$ cat config.mk
export PLATFORM = sky130hd
export DESIGN_NAME = wb_xbar_master_arbiter
export DESIGN_NICKNAME = d
export VERILOG_FILES = /design/src/rtl/wb_xbar_master_arbiter.sv
export SDC_FILE = /design/constraint.sdc
export NUM_CORES = 1
export LEC_CHECK = 0
export CAP_MARGIN = 20
export CORE_AREA = 10 10 104 106
export CTS_BUF_LIST = sky130_fd_sc_hd__clkbuf_8
export DETAILED_ROUTE_END_ITERATION = 16
export DIE_AREA = 0 0 114 116
export PLACE_DENSITY = 0.8
export SLEW_MARGIN = 5
export SYNTH_ARGS = -nofsm -noshare
export SYNTH_HDL_FRONTEND = slang
export SYNTH_SLANG_ARGS = --single-unit
$ cat constraint.sdc
create_clock -name clk_i -period 4.88 [get_ports clk_i]
set_clock_uncertainty 0.15 [all_clocks]
set_input_delay 0.976 -clock clk_i [delete_from_list [all_inputs] [get_ports clk_i]]
set_output_delay 0.976 -clock clk_i [all_outputs]
set_load 0.03 [all_outputs]
$ cat src/rtl/wb_xbar_master_arbiter.sv
// Round-robin arbiter that shares one Wishbone crossbar slave port among NUM_MASTERS
// masters; a per-bus-cycle watchdog errors and aborts accesses the slave never answers.
module wb_xbar_master_arbiter #(
  parameter int unsigned NUM_MASTERS = 2,
  parameter int unsigned ADDR_WIDTH  = 32,
  parameter int unsigned DATA_WIDTH  = 32,
  parameter int unsigned TIMEOUT     = 255
) (
  input  logic                                   clk_i,
  input  logic                                   rst_n_i,
  input  logic [NUM_MASTERS-1:0]                 m_cyc_i,
  input  logic [NUM_MASTERS-1:0]                 m_stb_i,
  input  logic [NUM_MASTERS-1:0]                 m_we_i,
  input  logic [NUM_MASTERS*ADDR_WIDTH-1:0]      m_adr_i,
  input  logic [NUM_MASTERS*(DATA_WIDTH/8)-1:0]  m_sel_i,
  input  logic [NUM_MASTERS*DATA_WIDTH-1:0]      m_dat_i,
  output logic [DATA_WIDTH-1:0]                  m_dat_o,
  output logic [NUM_MASTERS-1:0]                 m_ack_o,
  output logic [NUM_MASTERS-1:0]                 m_err_o,
  output logic [NUM_MASTERS-1:0]                 m_stall_o,
  output logic                                   s_cyc_o,
  output logic                                   s_stb_o,
  output logic                                   s_we_o,
  output logic [ADDR_WIDTH-1:0]                  s_adr_o,
  output logic [DATA_WIDTH/8-1:0]                s_sel_o,
  output logic [DATA_WIDTH-1:0]                  s_dat_o,
  input  logic                                   s_ack_i,
  input  logic                                   s_err_i,
  input  logic                                   s_stall_i,
  input  logic [DATA_WIDTH-1:0]                  s_dat_i,
  output logic [NUM_MASTERS-1:0]                 grant_o,
  output logic                                   timeout_o
);

  localparam int unsigned SEL_WIDTH = DATA_WIDTH / 8;
  localparam int unsigned IDX_W     = (NUM_MASTERS > 1) ? $clog2(NUM_MASTERS) : 1;
  localparam int unsigned WDOG_W    = 10;
  localparam int unsigned CNT_W     = 2;

  typedef enum logic [1:0] {
    ST_IDLE  = 2'd0,
    ST_OWN   = 2'd1,
    ST_ABORT = 2'd2
  } state_t;

  state_t            state;
  logic [IDX_W-1:0]  owner;
  logic [IDX_W-1:0]  last_grant;
  logic [IDX_W-1:0]  winner;
  logic [CNT_W-1:0]  outstanding;
  logic [WDOG_W-1:0] wdog;
  logic              sel_cyc;
  logic              sel_stb;
  logic              found;
  logic              any_req;
  logic              own_cyc;
  logic              full;
  logic              issue;
  logic              retire;
  logic              wdog_run;
  logic              wdog_fire;
  int unsigned       cand;

  // Owner's request muxed onto the slave port.
  always_comb begin
    sel_cyc = 1'b0;
    sel_stb = 1'b0;
    s_we_o  = 1'b0;
    s_adr_o = '0;
    s_sel_o = '0;
    s_dat_o = '0;
    for (int unsigned k = 0; k < NUM_MASTERS; k++) begin
      if (owner == IDX_W'(k)) begin
        sel_cyc = m_cyc_i[k];
        sel_stb = m_stb_i[k];
        s_we_o  = m_we_i[k];
        s_adr_o = m_adr_i[k*ADDR_WIDTH +: ADDR_WIDTH];
        s_sel_o = m_sel_i[k*SEL_WIDTH +: SEL_WIDTH];
        s_dat_o = m_dat_i[k*DATA_WIDTH +: DATA_WIDTH];
      end
    end
  end

  // A saturated outstanding counter holds off new strobes until an ack retires one.
  assign own_cyc   = (state == ST_OWN) && sel_cyc;
  assign full      = (outstanding == CNT_W'(3));
  assign s_cyc_o   = own_cyc;
  assign s_stb_o   = own_cyc && sel_stb && !full;
  assign issue     = s_stb_o && !s_stall_i;
  assign retire    = own_cyc && (s_ack_i || s_err_i);
  assign wdog_run  = own_cyc && (outstanding != '0) && !retire && !issue;
  assign wdog_fire = wdog_run && (wdog == WDOG_W'(TIMEOUT - 1));
  assign m_dat_o   = s_dat_i;
  assign any_req   = |m_cyc_i;

  // Per-master handshake returns; only the owner ever sees ack/err or a low stall.
  always_comb begin
    m_stall_o = '1;
    m_ack_o   = '0;
    m_err_o   = '0;
    for (int unsigned k = 0; k < NUM_MASTERS; k++) begin
      if (owner == IDX_W'(k)) begin
        if (state == ST_OWN) begin
          m_stall_o[k] = s_stall_i || full;
          m_ack_o[k]   = own_cyc && s_ack_i;
          m_err_o[k]   = own_cyc && s_err_i;
        end else if (state == ST_ABORT) begin
          m_err_o[k]   = timeout_o;
        end
      end
    end
  end

  // Round-robin search starting just after the previous owner.
  always_comb begin
    winner = last_grant;
    found  = 1'b0;
    cand   = 0;
    for (int unsigned i = 1; i <= NUM_MASTERS; i++) begin
      cand = 32'(last_grant) + i;
      if (cand >= NUM_MASTERS) begin
        cand = cand - NUM_MASTERS;
      end
      for (int unsigned k = 0; k < NUM_MASTERS; k++) begin
        if (!found && (k == cand) && m_cyc_i[k]) begin
          winner = IDX_W'(k);
          found  = 1'b1;
        end
      end
    end
  end

  always_ff @(posedge clk_i) begin
    if (!rst_n_i) begin
      state       <= ST_IDLE;
      owner       <= '0;
      last_grant  <= IDX_W'(NUM_MASTERS - 1);
      grant_o     <= '0;
      outstanding <= '0;
      wdog        <= '0;
      timeout_o   <= 1'b0;
    end else begin
      timeout_o <= 1'b0;
      unique case (state)
        ST_IDLE: begin
          if (any_req) begin
            owner <= winner;
            for (int unsigned k = 0; k < NUM_MASTERS; k++) begin
              grant_o[k] <= (winner == IDX_W'(k));
            end
            state <= ST_OWN;
          end
        end
        ST_OWN: begin
          if (!sel_cyc) begin
            last_grant  <= owner;
            grant_o     <= '0;
            outstanding <= '0;
            wdog        <= '0;
            state       <= ST_IDLE;
          end else if (wdog_fire) begin
            timeout_o   <= 1'b1;
            outstanding <= '0;
            wdog        <= '0;
            state       <= ST_ABORT;
          end else begin
            if (issue && !retire) begin
              outstanding <= outstanding + CNT_W'(1);
            end else if (retire && !issue && (outstanding != '0)) begin
              outstanding <= outstanding - CNT_W'(1);
            end
            wdog <= wdog_run ? (wdog + WDOG_W'(1)) : '0;
          end
        end
        ST_ABORT: begin
          last_grant <= owner;
          grant_o    <= '0;
          state      <= ST_IDLE;
        end
        default: state <= ST_IDLE;
      endcase
    end
  end

endmodule

==> results.md <==
* RSZ-0062 raised after global routing: no
* Final setup viols at 0
* Global Route Usage Sum at 0.160
* Starting Density at 0.259
* DR iter-0 viols at 105
* Area occupied by multi-input gates at 1540 sq um
* DR WL/cell at 21.5 microns
* Kind of critical path: primary input to output port
* Switching Fraction at 0.410
* Initial antenna violation count at 0
* Core box area at 8680 sq um
* Final hold vios at 0
* Number of H-tree levels at 1
* CTS Hold Bufs at 0
* Longest Clk Path Bufs at 2
* Fill cells at 818
* Required time of the worst setup path at 3.75 ns
* Cell Chain, Critical Path: clkdlybuf4s50_1, mux2_2, nand2_1, inv_1, nand2_1, nor2_1, clkdlybuf4s50_1
* Setup bufs post-CTS at 0
* Port Buffers at 226
* First-pass GRT wire length at 16.6 mm
* Total congestion overflow at 0
* Max cap viols at 0
* Via count at 2,523
* Slew at the pin closest to its max-slew limit at 0.560 ns
* Flip-flop and latch area at 384 sq um
* DRC Markers at 0
* Worst path slowest cell: clkdlybuf4s50_1
* Reg power frac at 0.194
* Die W at 114 microns
* CTS root buf: clkbuf_8
* DR vias/cell at 4.62
* Crit path capture type: output port
* Fmax at 238 MHz
* Crit path max-delay family: buffers and inverters
* Antenna Nets Post-Route at 0
* Most common cell after layout, fill and taps aside: clkdlybuf4s50_1
* Die H at 116 microns
* Max-slew violation count at 0
* Hold crit path type: flop to flop
* Worst slew margin at 0.627
* Worst stage delay on the critical path at 0.69 ns
* Internal power at 0.000554 W
* Share of cells above drive strength 1 at 0.185
* Switch Pwr at 0.000385 W
* Clk slew on worst S/H paths at 0.07 ns
* Post-Syn Area per Cell at 8.84 sq um
* Worst skew pair latency at 0.26 ns
* Final Core Density at 0.505
* Worst setup SP type: primary input
* Syn Nets at 438
* Post-CTS sizing at 0
* Post-Syn Area at 2250 sq um
* Post-DP HPWL at 10.5 mm
* Peak VDD IR at 0.000103 V
* Largest net degree at the start of global routing at 49
* Commonest non-fill, non-tap cells in the layout: clkdlybuf4s50_1, mux2_2, nand2_1, dfxtp_1, nor2_1
* Combinational fraction of design power at 0.691
* WL final at 11.7 mm
* Area Overhead vs Synth at 95.3%
* CTS tree: yes
* #FFs+latches synth at 19
* Power share of the clock group at 0.115
* Crit path time final at 4.20 ns
* Post-synthesis sequential area ratio at 0.169
* Period utilisation layout at 0.861
* Sinks on Clock Net at 19
* CTS Buf Count at 3
* Setup tns final at 0 ns
* Number of global-route vias before repair at 2,794
* DRT Pass-1 Iters at 6
* Post-Syn Instances at 254
* Die area at 13,200 sq um
* Pwr Density at 214 nW/um^2
* Synth cell types at 42
* Buffer and inverter count on the worst path at 3
* Arrival time at the worst endpoint at 3.08 ns
* Fin nets at 623
* Gpl congestion at 0.801
* I/O Pins at 291
* CP Max Fanout at 11
* Leakage power at 1.64 nW
* Site Rows at 34
* # diodes at 0
* Synth warn at 0
* Status: finished clean
[registers in the layout, indices dropped and copies added, names as in the netlist]
name	cells
wdog	10
grant_o	2
outstanding	2
state	2
last_grant	1
owner	1
timeout_o	1
[worst paths after layout]
check	start	to	slack (ns)	depth (start not counted)
setup reg to reg	owner$_SDFFE_PN0P_	wdog[8]$_SDFFE_PN0P_	2.54	5
setup / recovery	m_cyc_i[1]	m_ack_o[0]	0.68	7
hold / removal	grant_o[1]$_SDFFE_PN0P_	grant_o[1]$_SDFFE_PN0P_	0.35	2
hold reg to reg	grant_o[1]$_SDFFE_PN0P_	grant_o[1]$_SDFFE_PN0P_	0.35	2
[worst min-delay path, cell delays in order, from the launching register on]
cell and delay [ns]:
dfxtp_1 0.32, nand2b_1 0.06, a21boi_0 0.07
[layer usage]
metal | part of all wire | track usage
met2 | 0.55 | 0.303
met1 | 0.33 | 0.156
met3 | 0.10 | 0.0786
met5 | 0 | 0
met4 | 0.013 | 0.0251
[synth_stat cells]
master     count  area share
mux2i_1        4       0.018
buf_4         32        0.11
nand4_1        2      0.0056
and2_1         3      0.0084
a211o_1        1      0.0039
dfxtp_1       19        0.17
o21ai_0        9       0.020
a2bb2oi_1      2      0.0078
and4_1         3       0.012
a21o_1         5       0.017
a41oi_1        1      0.0039
nand2_1       20       0.033
o22ai_1        1      0.0028
nand3b_1       2      0.0067
nor3_1         3      0.0067
buf_1          1      0.0017
mux2_4         1      0.0067
nand2b_1       2      0.0056
o311ai_0       1      0.0039
a22o_1         1      0.0039
a21boi_0       1      0.0033
nor2b_1        6       0.017
and3_1         3      0.0084
nor4_1         2      0.0056
o22a_1         1      0.0039
clkbuf_1      10       0.017
xor2_1         2      0.0078
a21oi_1        4      0.0089
nor2_1        14       0.023
a211oi_2       1      0.0056
buf_2          2      0.0045
or2_2          1      0.0028
ha_1           5       0.028
mux2_2        70        0.35
nand3_1        7       0.016
nand4b_1       1      0.0039
inv_1          4      0.0067
a2111oi_4      1       0.012
xnor2_1        2      0.0078
buf_6          2       0.010
nand4b_4       1       0.011
a211oi_1       1      0.0033
[through the flow]
step           hold WS [ns]  total power (W)  worst slack, ns  cells  cell area [sq um]
2_1_floorplan         0.300         0.000575             1.67    254               2250
3_3_place_gp          0.317         0.000833            0.657    542               4340
3_5_place_dp          0.334         0.000838            0.670    542               4340
4_1_cts               0.353         0.000949            0.656    546               4390
5_1_grt               0.386         0.000977            0.542    546               4390
6_report              0.351         0.000939            0.678    546               4390
[logic make-up (layout without fill, tap and decap cells)]
kind of cell | Yosys count | after routing | synth area share
AND/OR/NAND/NOR | 70 | 70 | 0.165
adder cells (fa/ha/maj) | 5 | 5 | 0.0279
XOR/XNOR | 4 | 4 | 0.0156
AO/OA/AOI/OAI | 30 | 30 | 0.100
multiplexers | 75 | 75 | 0.375
buffers and inverters | 51 | 235 | 0.147
flip-flops | 19 | 19 | 0.169
[power groups by stage]
stage                     Clock [W]  Sequential, W  Combinational [W]
after floorplan                   0       0.000175           0.000399
after global placement            0       0.000185           0.000647
after detailed placement          0       0.000186           0.000653
after CTS                  0.000110       0.000182           0.000657
after global routing       0.000115       0.000184           0.000678
final                      0.000108       0.000182           0.000649
[final cells by class]
cell class / count / area share
Timing Repair Buffer: 227 / 0.517
Sequential cell: 19 / 0.0876
Clock buffer: 3 / 0.00941
Inverter: 4 / 0.00342
Tap cell: 108 / 0.0308
Clock inverter: 1 / 0.00114
Multi-Input combinational cell: 184 / 0.350
No activity file was read; power rests on OpenSTA's default activity.
